==> src/rtl/uart_axis_rx.sv <==
// 8N1 UART receiver with an AXI4-Stream byte output and framing/overrun reporting.
// One bit period is prescale*8 clocks; prescale is latched at each start detection.
module uart_axis_rx #(
   parameter int DATA_WIDTH = 8
) (
   input  logic                  clk,
   input  logic                  rst,
   input  logic                  rxd,
   input  logic [15:0]           prescale,
   output logic [DATA_WIDTH-1:0] m_axis_tdata,
   output logic                  m_axis_tvalid,
   input  logic                  m_axis_tready,
   output logic                  busy,
   output logic                  frame_error,
   output logic                  overrun_error
);

   typedef enum logic [1:0] {IDLE, START, DATA, STOP} state_t;

   state_t                state, state_n;
   logic                  rxd_meta, rxd_s;
   logic [18:0]           cnt;
   logic [15:0]           p_reg;
   logic [2:0]            bit_idx;
   logic [DATA_WIDTH-1:0] shreg;
   logic                  sample;
   logic                  load_half, load_full, shift_en, stop_good, stop_bad;
   logic                  handshake;

   assign sample    = (cnt == 19'd0);
   assign handshake = m_axis_tvalid && m_axis_tready;

   always_ff @(posedge clk) begin
      if (rst) begin
         rxd_meta <= 1'b1;
         rxd_s    <= 1'b1;
      end else begin
         rxd_meta <= rxd;
         rxd_s    <= rxd_meta;
      end
   end

   always_ff @(posedge clk) begin
      if (rst) state <= IDLE;
      else     state <= state_n;
   end

   always_comb begin
      state_n   = state;
      load_half = 1'b0;
      load_full = 1'b0;
      shift_en  = 1'b0;
      stop_good = 1'b0;
      stop_bad  = 1'b0;
      case (state)
         IDLE: begin
            if (!rxd_s && prescale != 16'd0) begin
               load_half = 1'b1;
               state_n   = START;
            end
         end
         START: begin
            if (sample) begin
               if (rxd_s) begin
                  state_n = IDLE;
               end else begin
                  load_full = 1'b1;
                  state_n   = DATA;
               end
            end
         end
         DATA: begin
            if (sample) begin
               shift_en  = 1'b1;
               load_full = 1'b1;
               if (bit_idx == 3'(DATA_WIDTH - 1)) state_n = STOP;
            end
         end
         STOP: begin
            if (sample) begin
               state_n   = IDLE;
               stop_good = rxd_s;
               stop_bad  = !rxd_s;
            end
         end
         default: state_n = IDLE;
      endcase
   end

   // Bit timing: half a bit to the start-bit centre, then whole bits between samples.
   always_ff @(posedge clk) begin
      if (rst) begin
         cnt     <= '0;
         p_reg   <= '0;
         bit_idx <= '0;
         shreg   <= '0;
      end else begin
         if (load_half) begin
            p_reg   <= prescale;
            cnt     <= {1'b0, prescale, 2'b00} - 19'd1;
            bit_idx <= '0;
         end else if (load_full) begin
            cnt <= {p_reg, 3'b000} - 19'd1;
         end else if (cnt != 19'd0) begin
            cnt <= cnt - 19'd1;
         end
         if (shift_en) begin
            shreg   <= {rxd_s, shreg[DATA_WIDTH-1:1]};
            bit_idx <= bit_idx + 3'd1;
         end
      end
   end

   // A completed byte may replace the held one only if the slot is free or draining now.
   always_ff @(posedge clk) begin
      if (rst) begin
         m_axis_tdata  <= '0;
         m_axis_tvalid <= 1'b0;
         busy          <= 1'b0;
         frame_error   <= 1'b0;
         overrun_error <= 1'b0;
      end else begin
         busy          <= (state_n != IDLE);
         frame_error   <= stop_bad;
         overrun_error <= stop_good && m_axis_tvalid && !m_axis_tready;
         if (stop_good && (!m_axis_tvalid || m_axis_tready)) begin
            m_axis_tdata  <= shreg;
            m_axis_tvalid <= 1'b1;
         end else if (handshake) begin
            m_axis_tvalid <= 1'b0;
         end
      end
   end

endmodule

==> config.mk <==
export PLATFORM = sky130hd
export DESIGN_NAME = uart_axis_rx
export DESIGN_NICKNAME = d
export VERILOG_FILES = /design/src/rtl/uart_axis_rx.sv
export SDC_FILE = /design/constraint.sdc
export NUM_CORES = 1
export LEC_CHECK = 0
export CAP_MARGIN = 20
export CELL_PAD_IN_SITES_DETAIL_PLACEMENT = 1
export CELL_PAD_IN_SITES_GLOBAL_PLACEMENT = 2
export CORE_UTILIZATION = 36
export CTS_CLUSTER_SIZE = 16
export DETAILED_ROUTE_END_ITERATION = 6
export PLACE_DENSITY = 0.81
export SLEW_MARGIN = 10
export SYNTH_ARGS = -nofsm -noshare
export SYNTH_HDL_FRONTEND = slang
export SYNTH_SLANG_ARGS = --single-unit
==> constraint.sdc <==
create_clock -name clk -period 6.35 [get_ports clk]
set_input_delay 0.9525 -clock clk [delete_from_list [all_inputs] [get_ports clk]]
set_output_delay 0.9525 -clock clk [all_outputs]
set_load 0.02 [all_outputs]
==> results_dict.tcl, run 1 <==
set metrics [dict create \
    synth_nets 450 \
    finalHoldViolations 0 \
    drc 0 \
    first_global_vias 3066 \
    routabilityCongestion 0.780 \
    synthDistinctLibCells 47 \
    antenna_left 0 \
    antenna_found_initial 0 \
    final_common_cell "nand2_1" \
    syn_inst 420 \
    cts-hold-fix-buffers 0 \
    setup_violations 0 \
    synthArstFlopShare_pct 0 \
    cp_max_fo 28 \
    initial_core_util_pct 37.6 \
    relSlewSlack_pct 35.0 \
    cts.sinks 62 \
    tightest_slew_ns 0.976 \
    cap_violations 0 \
    final_cell_area_mm2 0.00395 \
    clock.fmax_ghz 0.286 \
    skew_ns 0.00698 \
    fp.coreArea_mm2 0.00881 \
    die_h_um 98.0 \
    hold_path_class "reg2reg" \
    synth.cell_area_mm2 0.00331 \
    grt_use_total_pct 21.2 \
    power_density_mw_per_mm2 367 \
    placement.io_buffers 31 \
    num_vias 3050 \
    place_ws_ns 2.41 \
    drv_slew 0 \
    post-cts-setup-buffers 0 \
    drt-initial-drc-count 105 \
    rsz0062_at_grt "false" \
    synthToLayoutAreaGrowth_pct 19.3 \
    vias_per_cell 5.48 \
    leakagePower_nw 1.48 \
    rows 34 \
    drive_gt1_share_pct 7.13 \
    final_cells 557 \
    synth-edff-count 0 \
    synth_warnings 0 \
    largest_reg_flops 19 \
    die_area_mm2 0.00959 \
    cts_resized 0 \
    insertedDiodeCount 0 \
    grt.overflow.total 0 \
    setup_ws_ns 2.85 \
    place_area_mm2 0.00369 \
    nNetsFinal 474 \
    dpl.hpwl_mm 6.81 \
    fin_util_pct 44.9 \
    wirelength_mm 9.42 \
    routedWlPerCell_um 16.9 \
    layout_min_cycle_time_ns 3.50 \
    cts_buffers 9 \
    grt_pass1_wl_mm 15.9 \
    tns_ns 0 \
    clockRootBuffer "clkbuf_8" \
    outcome "finished clean" \
    clockBufferDepth 2 \
    start_kind "primary input" \
    worstSetupPathType "in2reg" \
    finalCritPeriodShare_pct 55.1 \
    end_kind "flop" \
    clk_pin_slew_ns 0.08 \
    yosysSeqAreaShare_pct 37.4 \
    syn_avg_cell_area_um2 7.89 \
    ir_drop_uv 146 \
    holdWs_ns 0.422 \
    die_w_um 98.0 \
    power_mw 1.45 \
    crit_required_ns 6.63 \
    htreeDepth 3 \
    cts_tree "done" \
    grt_start_max_net_pins 51 \
    post-place-cells 540 \
    synth-seq-cells 62 \
    clk_latency_ns 0.36 \
    dr.pass1.iters 4 \
    io_pins 32 \
    final_cell_mix "80 x nand2_1, 62 x dfxtp_1, 44 x a21oi_1" \
    synthFlopType "dfxtp_1" \
    crit_arrival_ns 3.78 \
]
-- cell families after synthesis --
logic type,Yosys count,synth area share [%]
fa+ha+maj,10,3.78
flops,62,37.4
simple gates,187,27.3
buf+inv,31,3.62
mux,10,3.02
xor+xnor,34,8.98
compound gates,86,15.9
-- where the power goes --
| group | internal (mW) | switching [mW] | total (mW) |
|---|---|---|---|
| clock network | 0.268 | 0.189 | 0.456 |
| logic | 0.204 | 0.282 | 0.485 |
| registers | 0.445 | 0.0626 | 0.507 |
| total | 0.916 | 0.533 | 1.45 |
-- routing by layer --
layer / wire length (um) / vias up / part of all wire (%) / global-route usage (%)
li1: - / 1523 / - / -
met1: 4840 / 1474 / 51 / 29.9
met2: 4210 / 40 / 45 / 32.3
met3: 257 / 13 / 2.7 / 4.94
met4: 111 / 0 / 1.2 / 5.59
met5: 0 / - / 0 / 0
-- critical path, stage by stage --
cell and delay, ns:
clkdlybuf4s50_1 0.53, inv_1 0.06, ha_1 0.27, nor4b_1 0.17, nand4_1 0.17, nand3b_1 0.55
buf_4 0.47, a31oi_1 0.29, o21ai_0 0.14, a211oi_1 0.17
-- Yosys cell counts (5+ instances only) --
master	count	area, um^2
nand2_1	80	300
dfxtp_1	62	1240
a21oi_1	44	220
nor2_1	34	128
xnor2_1	23	201
clkbuf_1	15	56.3
nand3_1	14	70.1
nor3_1	12	60.1
nor4_1	12	75.1
inv_1	11	41.3
xor2_1	11	96.3
ha_1	10	125
mux2i_1	10	100
o21ai_0	7	35.0
a31oi_1	6	37.5
o211ai_1	6	45.0
o21ai_1	5	25.0
o31ai_1	5	37.5
-- final timing paths --
| check | start | end | slack [ns] | depth (start not counted) |
|---|---|---|---|---|
| hold reg to reg | rxd_meta$_SDFF_PP1_ | rxd_s$_SDFF_PP1_ | 0.42 | 1 |
| hold / removal | rxd_meta$_SDFF_PP1_ | rxd_s$_SDFF_PP1_ | 0.42 | 1 |
| setup / recovery | prescale[0] | cnt[13]$_SDFFE_PP0P_ | 2.85 | 10 |
| setup reg to reg | cnt[0]$_SDFFE_PP0P_ | cnt[15]$_SDFFE_PP0P_ | 3.43 | 7 |
-- area by class of cell --
cell class	instances	area (um^2)
well taps	108	135
multi-input cells	327	1960
flip-flops and latches	62	1240
fillers	1054	4850
clock inverters	7	128
inverters	11	41.3
repair buffers	33	328
clock buffers	9	124
Note: power is estimated with default switching activity, not from simulation.
==> run 2, diff against run 1 <==
Settings changed: CORE_UTILIZATION 36 to 30, PLACE_DENSITY 0.81 to 0.72.
Clock period 6.35 ns to 2.9 ns, I/O delays scaled along.
==> run 2 against run 1 <==
Net effect: design area rose by 3.3%; combinational power rose by 130%; critical path depth fell by 4; worst hold slack improved by 0.0019 ns; core utilization fell by 7.1 points; total power rose by 120%; first-iteration DRC count rose by 2.9%; critical endpoint is now cnt[18]$_SDFFE_PP0P_; setup slack got worse by 2.4 ns; final cell count rose by 8.3%.
==> results_dict.tcl, run 2 (same netlist as run 1, synthesis figures left out) <==
set metrics [dict create \
    end_kind "flop" \
    tns_ns 0 \
    grt_pass1_wl_mm 15.7 \
    start_kind "flop" \
    path_cells "or4_1 > nor4_2 > nand3_1 > xnor2_1 > a21oi_1 > nor4_1" \
    setup_violations 0 \
    cts_resized 0 \
    drc 0 \
    vias_per_cell 5.03 \
    first_global_vias 3081 \
    htreeDepth 3 \
    crit_arrival_ns 2.70 \
    drv_slew 0 \
    outcome "finished clean" \
    io_pins 32 \
    final_cell_mix "80 x nand2_1, 62 x dfxtp_1, 44 x a21oi_1" \
    clock.fmax_ghz 0.411 \
    crit_required_ns 3.17 \
    nNetsFinal 488 \
    cts_tree "done" \
    clockBufferDepth 2 \
    wirelength_mm 9.54 \
    grt_use_total_pct 17.9 \
    skew_ns 0.0141 \
    ir_drop_uv 283 \
    dr.pass1.iters 4 \
    relSlewSlack_pct 55.5 \
    placement.io_buffers 31 \
    dpl.hpwl_mm 7.25 \
    cts_buffers 9 \
    tightest_slew_ns 0.667 \
    power_density_mw_per_mm2 766 \
    drive_gt1_share_pct 9.94 \
    post-cts-setup-buffers 0 \
    fp.coreArea_mm2 0.0108 \
    cp_max_fo 5 \
    worstSetupPathType "reg2reg" \
    final_common_cell "nand2_1" \
    synthToLayoutAreaGrowth_pct 23.1 \
    slowest_delay_ns 0.67 \
    cts.sinks 62 \
    grt_start_max_net_pins 36 \
    rows 38 \
    die_w_um 107 \
    layout_min_cycle_time_ns 2.43 \
    cap_violations 0 \
    initial_core_util_pct 30.7 \
    antenna_found_initial 0 \
    routedWlPerCell_um 15.8 \
    clk_pin_slew_ns 0.08 \
    num_vias 3036 \
    finalCritPeriodShare_pct 83.8 \
    finalHoldViolations 0 \
    cts-hold-fix-buffers 0 \
    antenna_left 0 \
    leakagePower_nw 1.53 \
    fillers 1294 \
    crit_slowest_cell "or4_1" \
    hold_path_class "reg2reg" \
    clockRootBuffer "clkbuf_8" \
    insertedDiodeCount 0 \
    die_h_um 107 \
    rsz0062_at_grt "false" \
    largest_reg_flops 19 \
    grt.overflow.total 0 \
    routabilityCongestion 0.769 \
    clk_latency_ns 0.35 \
    die_area_mm2 0.0115 \
    fin_util_pct 37.8 \
    drt-initial-drc-count 108 \
]
run 2: final timing paths:
kind	from	endpoint	slack [ns]	depth (start not counted)
worst max-delay path	p_reg[0]$_SDFFE_PP0P_	cnt[18]$_SDFFE_PP0P_	0.47	6
worst max register to register	p_reg[0]$_SDFFE_PP0P_	cnt[18]$_SDFFE_PP0P_	0.47	6
worst min-delay path	rxd_meta$_SDFF_PP1_	rxd_s$_SDFF_PP1_	0.42	1
worst min register to register	rxd_meta$_SDFF_PP1_	rxd_s$_SDFF_PP1_	0.42	1
run 2: through the flow:
| step | instance area, um^2 | hold slack, ns | total power [mW] | instances | worst slack (ns) |
|---|---|---|---|---|---|
| floorplan | 3310 | 0.389 | 1.92 | 420 | 0.739 |
| global route | 4080 | 0.453 | 3.34 | 603 | 0.234 |
| detailed placement | 3850 | 0.407 | 2.26 | 587 | 0.283 |
| finish | 4080 | 0.424 | 3.13 | 603 | 0.469 |
| global placement | 3850 | 0.401 | 2.24 | 587 | 0.327 |
| CTS | 4080 | 0.431 | 3.16 | 603 | 0.460 |
run 2: metal layers:
layer	share of wire, %	track usage, %	up-vias
met5	0	0	-
met4	1.2	6.16	0
met3	2.1	3.53	9
met2	44	27.1	31
met1	53	25.2	1446
li1	-	-	1550
run 2: area by class of cell:
cell class / instances / area (um^2) / area share [%]
multi-input combinational: 327 / 1960 / 47.9
sequential: 62 / 1240 / 30.4
timing repair buffer: 47 / 438 / 10.7
tap: 140 / 175 / 4.29
clock buffer: 10 / 138 / 3.37
clock inverter: 6 / 92.6 / 2.27
inverter: 11 / 41.3 / 1.01
run 2: where the power goes:
group / internal, mW / leakage (nW) / total, mW / switching (mW)
registers: 0.974 / 0.504 / 1.11 / 0.136
logic: 0.494 / 0.919 / 1.12 / 0.629
clock network: 0.512 / 0.109 / 0.893 / 0.381
run 2: worst max-delay path: cells and delay by family, from the launching register on:
family / cells / cell delay (ns)
flops: 1 / 0.35
compound gates: 1 / 0.14
simple gates: 4 / 1.56
xor+xnor: 1 / 0.30
